`config.mk`:
```
export PLATFORM = sky130hd
export DESIGN_NAME = alu_seq_flat
export DESIGN_NICKNAME = d
export VERILOG_FILES = /design/src/rtl/alu_seq_if.sv /design/src/rtl/alu_seq.sv /design/src/flat_wrapper.sv
export SDC_FILE = /design/constraint.sdc
export NUM_CORES = 1
export LEC_CHECK = 0
export CAP_MARGIN = 5
export CORE_AREA = 2 2 130 226
export DETAILED_ROUTE_END_ITERATION = 8
export DIE_AREA = 0 0 132 228
export GPL_ROUTABILITY_DRIVEN = 0
export PLACE_DENSITY_LB_ADDON = 0.1
export SYNTH_ARGS = -nofsm -noshare
export SYNTH_HDL_FRONTEND = slang
export SYNTH_SLANG_ARGS = --single-unit
```
`constraint.sdc`:
```
create_clock -name clk -period 6.7 [get_ports clk]
set_clock_uncertainty 0.05 [all_clocks]
set_input_delay 1.34 -clock clk [delete_from_list [all_inputs] [get_ports clk]]
set_output_delay 1.34 -clock clk [all_outputs]
set_load 0.02 [all_outputs]
```
`src/rtl/alu_seq_if.sv`:
```
// ============================================================================
//  Module      : alu_seq_if
//  Description : Issue/result bundle between the control unit and alu_seq.
//  Revision    : 1.0 - initial release
// ============================================================================
`default_nettype none

interface alu_seq_if #(
    parameter int N = 32
);
    logic         start;
    logic [N-1:0] a;
    logic [N-1:0] b;
    logic [2:0]   ALUControl;
    logic [N-1:0] Result;
    logic [3:0]   ALUFlags;
    logic         busy;
    logic         done;

    modport master (
        output start, a, b, ALUControl,
        input  Result, ALUFlags, busy, done
    );

    modport slave (
        input  start, a, b, ALUControl,
        output Result, ALUFlags, busy, done
    );
endinterface

`default_nettype wire

```
`src/rtl/alu_seq.sv`:
```
// ============================================================================
//  Module      : alu_seq
//  Description : Registered ALU with start/busy/done handshake and an
//                iterative shift-add multiplier.
//  Revision    : 1.0 - initial release
// ============================================================================
`default_nettype none

module alu_seq #(
    parameter int N  = 32,
    parameter int SW = $clog2(N)
) (
    input  wire logic  clk,
    input  wire logic  reset,
    alu_seq_if.slave   bus
);

    localparam logic [1:0] c_IDLE = 2'd0;
    localparam logic [1:0] c_MULT = 2'd1;
    localparam logic [1:0] c_DONE = 2'd2;

    localparam logic [2:0] c_ADD = 3'b000;
    localparam logic [2:0] c_SUB = 3'b001;
    localparam logic [2:0] c_AND = 3'b010;
    localparam logic [2:0] c_OR  = 3'b011;
    localparam logic [2:0] c_EOR = 3'b100;
    localparam logic [2:0] c_MUL = 3'b101;
    localparam logic [2:0] c_LSL = 3'b110;
    localparam logic [2:0] c_LSR = 3'b111;

    localparam logic [SW-1:0] c_LAST = SW'(N - 1);

    logic [1:0]    r_state;
    logic [1:0]    w_state_nxt;
    logic [N-1:0]  r_ma;
    logic [N-1:0]  r_mb;
    logic [N-1:0]  r_acc;
    logic [SW-1:0] r_count;
    logic [N-1:0]  r_result;
    logic [3:0]    r_flags;
    logic          r_busy;
    logic          r_done;

    logic          w_accept;
    logic          w_busy_nxt;
    logic          w_done_nxt;
    logic [N-1:0]  w_acc_nxt;
    logic [N-1:0]  w_res_nxt;
    logic [3:0]    w_flags_nxt;

    logic [N-1:0]  w_alu_res;
    logic [3:0]    w_alu_flags;
    logic [N-1:0]  w_bop;
    logic [N:0]    w_sum;
    logic [N:0]    w_shl;
    logic [N:0]    w_shr;
    logic [SW-1:0] w_s;
    logic          w_c;
    logic          w_v;

    // Single-cycle ops are evaluated on the inputs at the acceptance edge,
    // i.e. exactly the values being latched, so the result lands one cycle later.
    always_comb begin
        w_s       = bus.b[SW-1:0];
        w_bop     = (bus.ALUControl == c_SUB) ? ~bus.b : bus.b;
        w_sum     = {1'b0, bus.a} + {1'b0, w_bop} + {{N{1'b0}}, bus.ALUControl == c_SUB};
        // The extra bit beyond the data holds the last bit shifted out.
        w_shl     = {1'b0, bus.a} << w_s;
        w_shr     = {bus.a, 1'b0} >> w_s;
        w_alu_res = '0;
        w_c       = 1'b0;
        w_v       = 1'b0;
        case (bus.ALUControl)
            c_ADD, c_SUB: begin
                w_alu_res = w_sum[N-1:0];
                w_c       = w_sum[N];
                w_v       = (bus.a[N-1] == w_bop[N-1]) && (w_sum[N-1] != bus.a[N-1]);
            end
            c_AND:   w_alu_res = bus.a & bus.b;
            c_OR:    w_alu_res = bus.a | bus.b;
            c_EOR:   w_alu_res = bus.a ^ bus.b;
            c_LSL: begin
                w_alu_res = w_shl[N-1:0];
                w_c       = w_shl[N];
            end
            c_LSR: begin
                w_alu_res = w_shr[N:1];
                w_c       = w_shr[0];
            end
            default: w_alu_res = '0;
        endcase
        w_alu_flags = {w_alu_res[N-1], w_alu_res == '0, w_c, w_v};
    end

    assign w_acc_nxt = r_acc + (r_mb[0] ? r_ma : '0);

    // State register
    always_ff @(posedge clk) begin
        if (reset) begin
            r_state <= c_IDLE;
        end else begin
            r_state <= w_state_nxt;
        end
    end

    // Next-state logic
    always_comb begin
        w_state_nxt = r_state;
        case (r_state)
            c_IDLE: begin
                if (bus.start) begin
                    w_state_nxt = (bus.ALUControl == c_MUL) ? c_MULT : c_DONE;
                end
            end
            c_MULT: begin
                if (r_count == c_LAST) begin
                    w_state_nxt = c_DONE;
                end
            end
            c_DONE:  w_state_nxt = c_IDLE;
            default: w_state_nxt = c_IDLE;
        endcase
    end

    // Output logic: next values of the registered outputs
    always_comb begin
        w_accept    = (r_state == c_IDLE) && bus.start;
        w_busy_nxt  = (w_state_nxt != c_IDLE);
        w_done_nxt  = (w_state_nxt == c_DONE);
        w_res_nxt   = w_alu_res;
        w_flags_nxt = w_alu_flags;
        if (r_state == c_MULT) begin
            w_res_nxt   = w_acc_nxt;
            w_flags_nxt = {w_acc_nxt[N-1], w_acc_nxt == '0, 2'b00};
        end
    end

    always_ff @(posedge clk) begin
        if (reset) begin
            r_ma     <= '0;
            r_mb     <= '0;
            r_acc    <= '0;
            r_count  <= '0;
            r_result <= '0;
            r_flags  <= '0;
            r_busy   <= 1'b0;
            r_done   <= 1'b0;
        end else begin
            if (w_accept) begin
                r_ma    <= bus.a;
                r_mb    <= bus.b;
                r_acc   <= '0;
                r_count <= '0;
            end else if (r_state == c_MULT) begin
                r_acc   <= w_acc_nxt;
                r_ma    <= r_ma << 1;
                r_mb    <= r_mb >> 1;
                r_count <= r_count + 1'b1;
            end
            if (w_done_nxt) begin
                r_result <= w_res_nxt;
                r_flags  <= w_flags_nxt;
            end
            r_busy <= w_busy_nxt;
            r_done <= w_done_nxt;
        end
    end

    assign bus.Result   = r_result;
    assign bus.ALUFlags = r_flags;
    assign bus.busy     = r_busy;
    assign bus.done     = r_done;

endmodule

`default_nettype wire
```
`src/flat_wrapper.sv`:
```
// flat-port wrapper written by rule: the top's interface ports become plain ports
module alu_seq_flat 
#(
    parameter int N  = 32,
    parameter int SW = $clog2(N)
)
  (clk, reset, bus_start, bus_a, bus_b, bus_ALUControl, bus_Result, bus_ALUFlags, bus_busy, bus_done);
  alu_seq_if #(.N(N)) bus_i ();
  input  wire logic clk;
  input  wire logic reset;
  input wire logic [$bits(bus_i.start)-1:0] bus_start;
  input wire logic [$bits(bus_i.a)-1:0] bus_a;
  input wire logic [$bits(bus_i.b)-1:0] bus_b;
  input wire logic [$bits(bus_i.ALUControl)-1:0] bus_ALUControl;
  output wire logic [$bits(bus_i.Result)-1:0] bus_Result;
  output wire logic [$bits(bus_i.ALUFlags)-1:0] bus_ALUFlags;
  output wire logic [$bits(bus_i.busy)-1:0] bus_busy;
  output wire logic [$bits(bus_i.done)-1:0] bus_done;
  assign bus_i.start = bus_start;
  assign bus_i.a = bus_a;
  assign bus_i.b = bus_b;
  assign bus_i.ALUControl = bus_ALUControl;
  assign bus_Result = bus_i.Result;
  assign bus_ALUFlags = bus_i.ALUFlags;
  assign bus_busy = bus_i.busy;
  assign bus_done = bus_i.done;
  alu_seq #(.N(N), .SW(SW)) u_core (.clk(clk), .reset(reset), .bus(bus_i));
endmodule
```
# Word-level counts from Yosys, hierarchy flattened
# Index checks and enable logic that the tools add are counted.
[word_totals]
ff_bits = 141
input_bits = 70
word_cells = 56
[op_classes]
addsub = 4
eq_ne = 12
shifts = 2
muxes = 15
n_bitwise = 4
n_reduce_logical = 10
[op_table]
columns = ["operator", "n"]
rows = [
  ["$mux W32", 7],
  ["$pmux W32 S6", 1],
  ["$logic_not A32 Y1", 2],
  ["$add A32 B32 Y33", 1],
  ["$add A33 B1 Y33", 1],
  ["$shl A32 B5 Y33", 1],
  ["$shr A33 B5 Y33", 1],
  ["$add A32 B32 Y32", 1],
  ["$and A32 B32 Y32", 1],
  ["$not A32 Y32", 1],
  ["$or A32 B32 Y32", 1],
  ["$xor A32 B32 Y32", 1],
  ["$eq A3 B3 Y1 const B", 4],
  ["$eq A3 B2 Y1 const B", 2],
  ["$mux W2", 3],
  ["$add A5 B1 Y5 const B", 1],
  ["$eq A5 B5 Y1 const B", 1],
  ["$mux W4", 1],
  ["$pmux W2 S2", 1],
  ["$reduce_bool A2 Y1", 2],
  ["$reduce_or A2 Y1", 2],
  ["$eq A3 B1 Y1 const B", 1],
  ["$logic_not A3 Y1", 1],
  ["$pmux W1 S3", 1],
  ["other kinds (7)", 8],
]

# Logic depth before layout (Yosys ltp)
[logic_depth]
word_depth = 8
ltp_mapped = 21

# Worst setup path after synthesis
# Ideal clock, no wire load.
[synth_timing]
path_kind = "input to register"
from = "input port bus_ALUControl[0]"
to = "register u_core.r_flags[2], in the netlist u_core.bus.ALUFlags[2]"
arrival_time_ns = 5.886
setup_slack_ns = 0.643
path_stages = 21
n_path_buf = 7
path_cell_list = "clkbuf_1 -> buf_2 -> buf_1 -> buf_1 -> and3_1 -> clkbuf_1 -> buf_1 -> xnor2_1 -> ha_1 -> clkbuf_1 -> a2111o_1 -> o2111a_1 -> o211ai_1 -> a211oi_1 -> o311ai_0 -> a21o_1 -> a31oi_1 -> and3_1 -> and4b_1 -> a31oi_1 -> o21ai_1"
[synth_between]
elab_chain_cells = 7
word_cells_on_any_way = 19
classes_between = "add/sub (2); eq/ne (8); mux (6); reduce/logical (3)"
[synth_lines]
columns = ["element", "line_no", "source"]
rows = [
  ["start: declaration", "flat_wrapper.sv:14", "input wire logic [$bits(bus_i.ALUControl)-1:0] bus_ALUControl;"],
  ["$eq A3 B1 Y1", "alu_seq.sv:65, alu_seq.sv:66, alu_seq.sv:73", ""],
  ["$mux W32", "alu_seq.sv:65", "w_bop = (bus.ALUControl == c_SUB) ? ~bus.b : bus.b;"],
  ["$add A32 B32 Y33", "alu_seq.sv:66", "w_sum = {1'b0, bus.a} + {1'b0, w_bop} + {{N{1'b0}}, bus.ALUControl == c_SUB};"],
  ["$add A33 B1 Y33", "alu_seq.sv:66", ""],
  ["$pmux W32 S6", "alu_seq.sv:73", "case (bus.ALUControl)"],
  ["$logic_not A32 Y1", "alu_seq.sv:92", "w_alu_flags = {w_alu_res[N-1], w_alu_res == '0, w_c, w_v};"],
  ["$mux W4", "alu_seq.sv:132", "if (r_state == c_MULT) begin"],
  ["end signal: assignment", "alu_seq.sv:162", "r_flags <= w_flags_nxt;"],
  ["end: declaration", "alu_seq.sv:40", "logic [3:0] r_flags;"],
]
# Parallel ways exist; a longest one is shown, timed or not.
# A chain may end at the register's enable or synchronous reset.

# Final worst setup path
[layout_timing]
from = "input port bus_ALUControl[1]"
to = "register u_core.r_flags[2], in the netlist u_core.bus.ALUFlags[2]"
# Same word-level chain as after synthesis.

==> run metrics <==
RSZ-0062 raised after global routing no; power per cell area 182 nW/um2; nets 2,218; # placed instances 2,371; Worst Setup SP bus_ALUControl[1]; Die X-Extent 132 um; CP peak stage delay between 0.8 and 0.9 ns; worst-case vdd ir drop between 0.15 and 0.2 mV; H-Tree Depth 4; Vias around 17k; Yosys cell types 85; Area Overhead vs Synth 12.4%; run status finished clean; drt pass-1 iters 6; Final Instance Area roughly 17,000 um2; FF-to-FF setup slack approximately 1.6 ns; Cell Rows just over 80; post-cts resize count 0; Top delay family on crit path compound AO/OA/AOI/OAI gates; Achievable Freq approximately 0.16 GHz; initial antenna violation count 0; Clock Pin Slew Worst Setup and Hold Paths about 0.07 ns; DP Worst Slack between 0.4 and 0.5 ns; register area about 2800 um2; DP HPWL roughly 46,000 um; Synth Cell Area approximately 15,000 um2; Initial Util 53.9%; wire length per cell roughly 26 um; grt ovf 0; first-iteration detailed-routing DRC count 2,079; total power approximately 3.1 mW; number of remaining DRC errors 0; Min Hold Slack 0.402 ns; CP bufs+invs 3; total length of routed wires approximately 63,000 um; first-pass GRT wire length between 90,000 and 100,000 um; R2R Path End u_core.bus.ALUFlags[2]; synth warn 0; Mapped Avg Cell Area 7.68 um2; CP required approximately 7.0 ns; post-route insts no fill around 2.4k; Tcrit/Tclk final 92.3%; Worst Path Arrival 6.52 ns; CP Capture Type flop; ant diodes 0; clock buffer depth 2; Slew Limit Headroom 15.4%; worst reg2reg path depth 15; # setup viols final 0; Root Buffer clkbuf_16; Worst path depth 17; Hold Path Class reg2reg; # clock sinks 140; Final Max Slew Viols 0; DP Area ~17,000 um2; post-layout minimum cycle time a little over 6 ns; Max FO, Critical Path 9; filler cell count approximately 2.6k; final core utilization between 60% and 70%; share of post-route cells with drive strength above 1 about 8.6%; ANT nets after route 0; crit path to u_core.bus.ALUFlags[2]; crit path cell chain clkdlybuf4s50_1, inv_1, and3_2, xnor2_1, inv_1, fa_1, nand2b_1, a21boi_0, o211ai_1, a21oi_1, nor2_1, xnor2_1, a2111oi_0, and4_1, and4b_1, a31oi_1, o21ai_1; Leakage ~7.0 nW; vias in the first global route 16.0k; number of synthesized flops with an enable pin 0; CP Class in2reg; latest clock arrival within the worst-skew pair between 0.4 and 0.5 ns; Worst-Margin Slew about 1.2 ns; ys async rst share 0%; total core area approximately 28,000 um2; Mapped Cells 1,995; largest net degree at the start of global routing 125; Yosys reg bits between 100 and 150; final setup margin slightly above 0.5 ns; Tot GR Track Use between 40% and 50%; main flop type after synthesis dfxtp_1; setup bufs post-CTS 0; CTS tree yes; Hold Violations, Final 0; number of port buffers about 110; I/O pin total roughly 110; Die Span Y around 230 um; max_cap viols 0; startpoint types primary input; area of the multi-input gates about 12,000 um2; Slowest cell on crit path a2111oi_0; CTS Buf Count 17; setup tns final 0 ns; DR vias/cell 6.90; # hold bufs at CTS 0; RR Startpoint u_core.r_mb[0]; syn nets about 2.2k; die area roughly 30,000 um2; post-synthesis sequential area ratio a little under a fifth
[layout by cell type (no fill, tap or decap), drive strengths merged, types with 7 or more instances in the layout]
cell type      synthesis  layout
nand2                202     202
a31oi                 17      17
a222oi                10      10
nor2                 210     210
and3                  13      13
a211o                  9       9
nand3                 37      37
a211oi                94      94
o21bai                 7       7
o211ai                32      32
nor4                  10      10
nor3                  30      30
inv                   99     105
a22oi                 19      19
clkbuf               101      19
nor2b                 11      11
ha                   133     133
and2                  36      36
dfxtp                140     140
a21oi                155     155
buf                   49      47
or2                    8       8
o21ai                 81      81
mux2                  31      31
xnor2                 58      58
or3                    8       8
a2111oi                8       8
a21o                  18      18
a311oi                13      13
nand4                 22      22
mux2i                127     127
clkdlybuf4s50          0     102
a221oi                13      13
nand2b                16      16
o221ai                 8       8
xor2                  17      17
o21a                   8       8
o2111ai                8       8
o22ai                 19      19
mux4                  34      34
[cells in the mapped netlist, drive strengths merged (9+ instances only)]
library cell	count	area share (%)
nand3	37	1.2
a211o	9	0.51
xor2	17	0.97
a21o	18	0.88
nand2	202	4.9
o22ai	19	0.78
nor4	10	0.45
o211ai	32	1.6
o21ai	81	2.7
a22oi	19	0.93
mux4	34	5.0
a211oi	94	4.6
nor2	210	5.1
inv	99	2.4
nand2b	16	0.65
nand4	22	0.90
nor3	30	0.98
clkbuf	101	2.5
mux2	31	2.3
and3	13	0.55
a221oi	13	0.74
mux2i	127	8.3
xnor2	58	3.3
a222oi	10	0.65
dfxtp	140	18
nor2b	11	0.45
and2	36	1.5
ha	133	11
a311oi	13	0.74
buf	49	1.4
a31oi	17	0.79
a21oi	155	5.1
[sequential cells by signal (all words and copies together) (netlist names)]
signal,count
u_core.bus.Result,31
u_core.bus.done,1
u_core.bus.busy,1
u_core.r_count,5
u_core.r_acc,32
u_core.r_mb,32
u_core.r_ma,32
u_core.r_state,2
u_core.bus.ALUFlags,4
[worst min-delay path by stage]
stage                     slack, ns  cells past startpoint              endpoint            startpoint
after CTS                      0.40                      2  u_core.bus.Result[0]  u_core.bus.Result[0]
after floorplan                0.39                      2       u_core.r_acc[0]       u_core.r_acc[0]
final                          0.40                      2  u_core.bus.Result[0]  u_core.bus.Result[0]
after global placement         0.39                      2  u_core.bus.Result[0]  u_core.bus.Result[0]
after detailed placement       0.39                      2  u_core.bus.Result[0]  u_core.bus.Result[0]
after global routing           0.43                      2  u_core.bus.Result[6]  u_core.bus.Result[6]
[worst reg2reg max path: stages (launching register included)]
cell       delay (ns)
dfxtp_1          0.98
and2_1           0.24
ha_1             0.16
inv_1            0.06
fa_1             0.42
nand2b_1         0.18
a21oi_1          0.36
a21oi_1          0.16
a21oi_1          0.29
o2111ai_1        0.15
or4_1            0.53
or4_1            0.46
nor4b_1          0.29
nor4b_2          0.40
nand4_1          0.17
o21ai_1          0.14
[area by class of cell]
type	instances	share of cell area, %
multi-input combinational	1605	67.3
sequential	140	16.3
timing repair buffer	150	8.11
tap	378	2.75
clock buffer	18	2.49
inverter	99	2.16
clock inverter	14	0.937
[power breakdown]
| part | total (mW) | internal (mW) | switching [mW] |
|---|---|---|---|
| Clock | 0.997 | 0.558 | 0.439 |
| Sequential | 0.934 | 0.891 | 0.0429 |
| Combinational | 1.20 | 0.448 | 0.755 |
[kinds of logic (layout without fill, tap and decap cells)]
kind of cell,Yosys count,in the layout,synth area share [%]
adders and majority gates,135,135,11.1
buffers and inverters,250,281,6.40
DFF,140,140,18.3
and+or+nand+nor,631,631,19.0
AOI/OAI and AO/OA,572,572,25.3
muxes,192,192,15.6
xor gates and xnor gates,75,75,4.29
[per-layer routing]
layer	track usage, %	vias up	wire, um
met5	0	-	0
met3	8.84	369	5830
met4	34.9	0	6660
met2	67.5	1061	28900
met1	44.1	7789	21400
li1	-	7372	-
No activity file was read; power rests on OpenSTA's default activity.
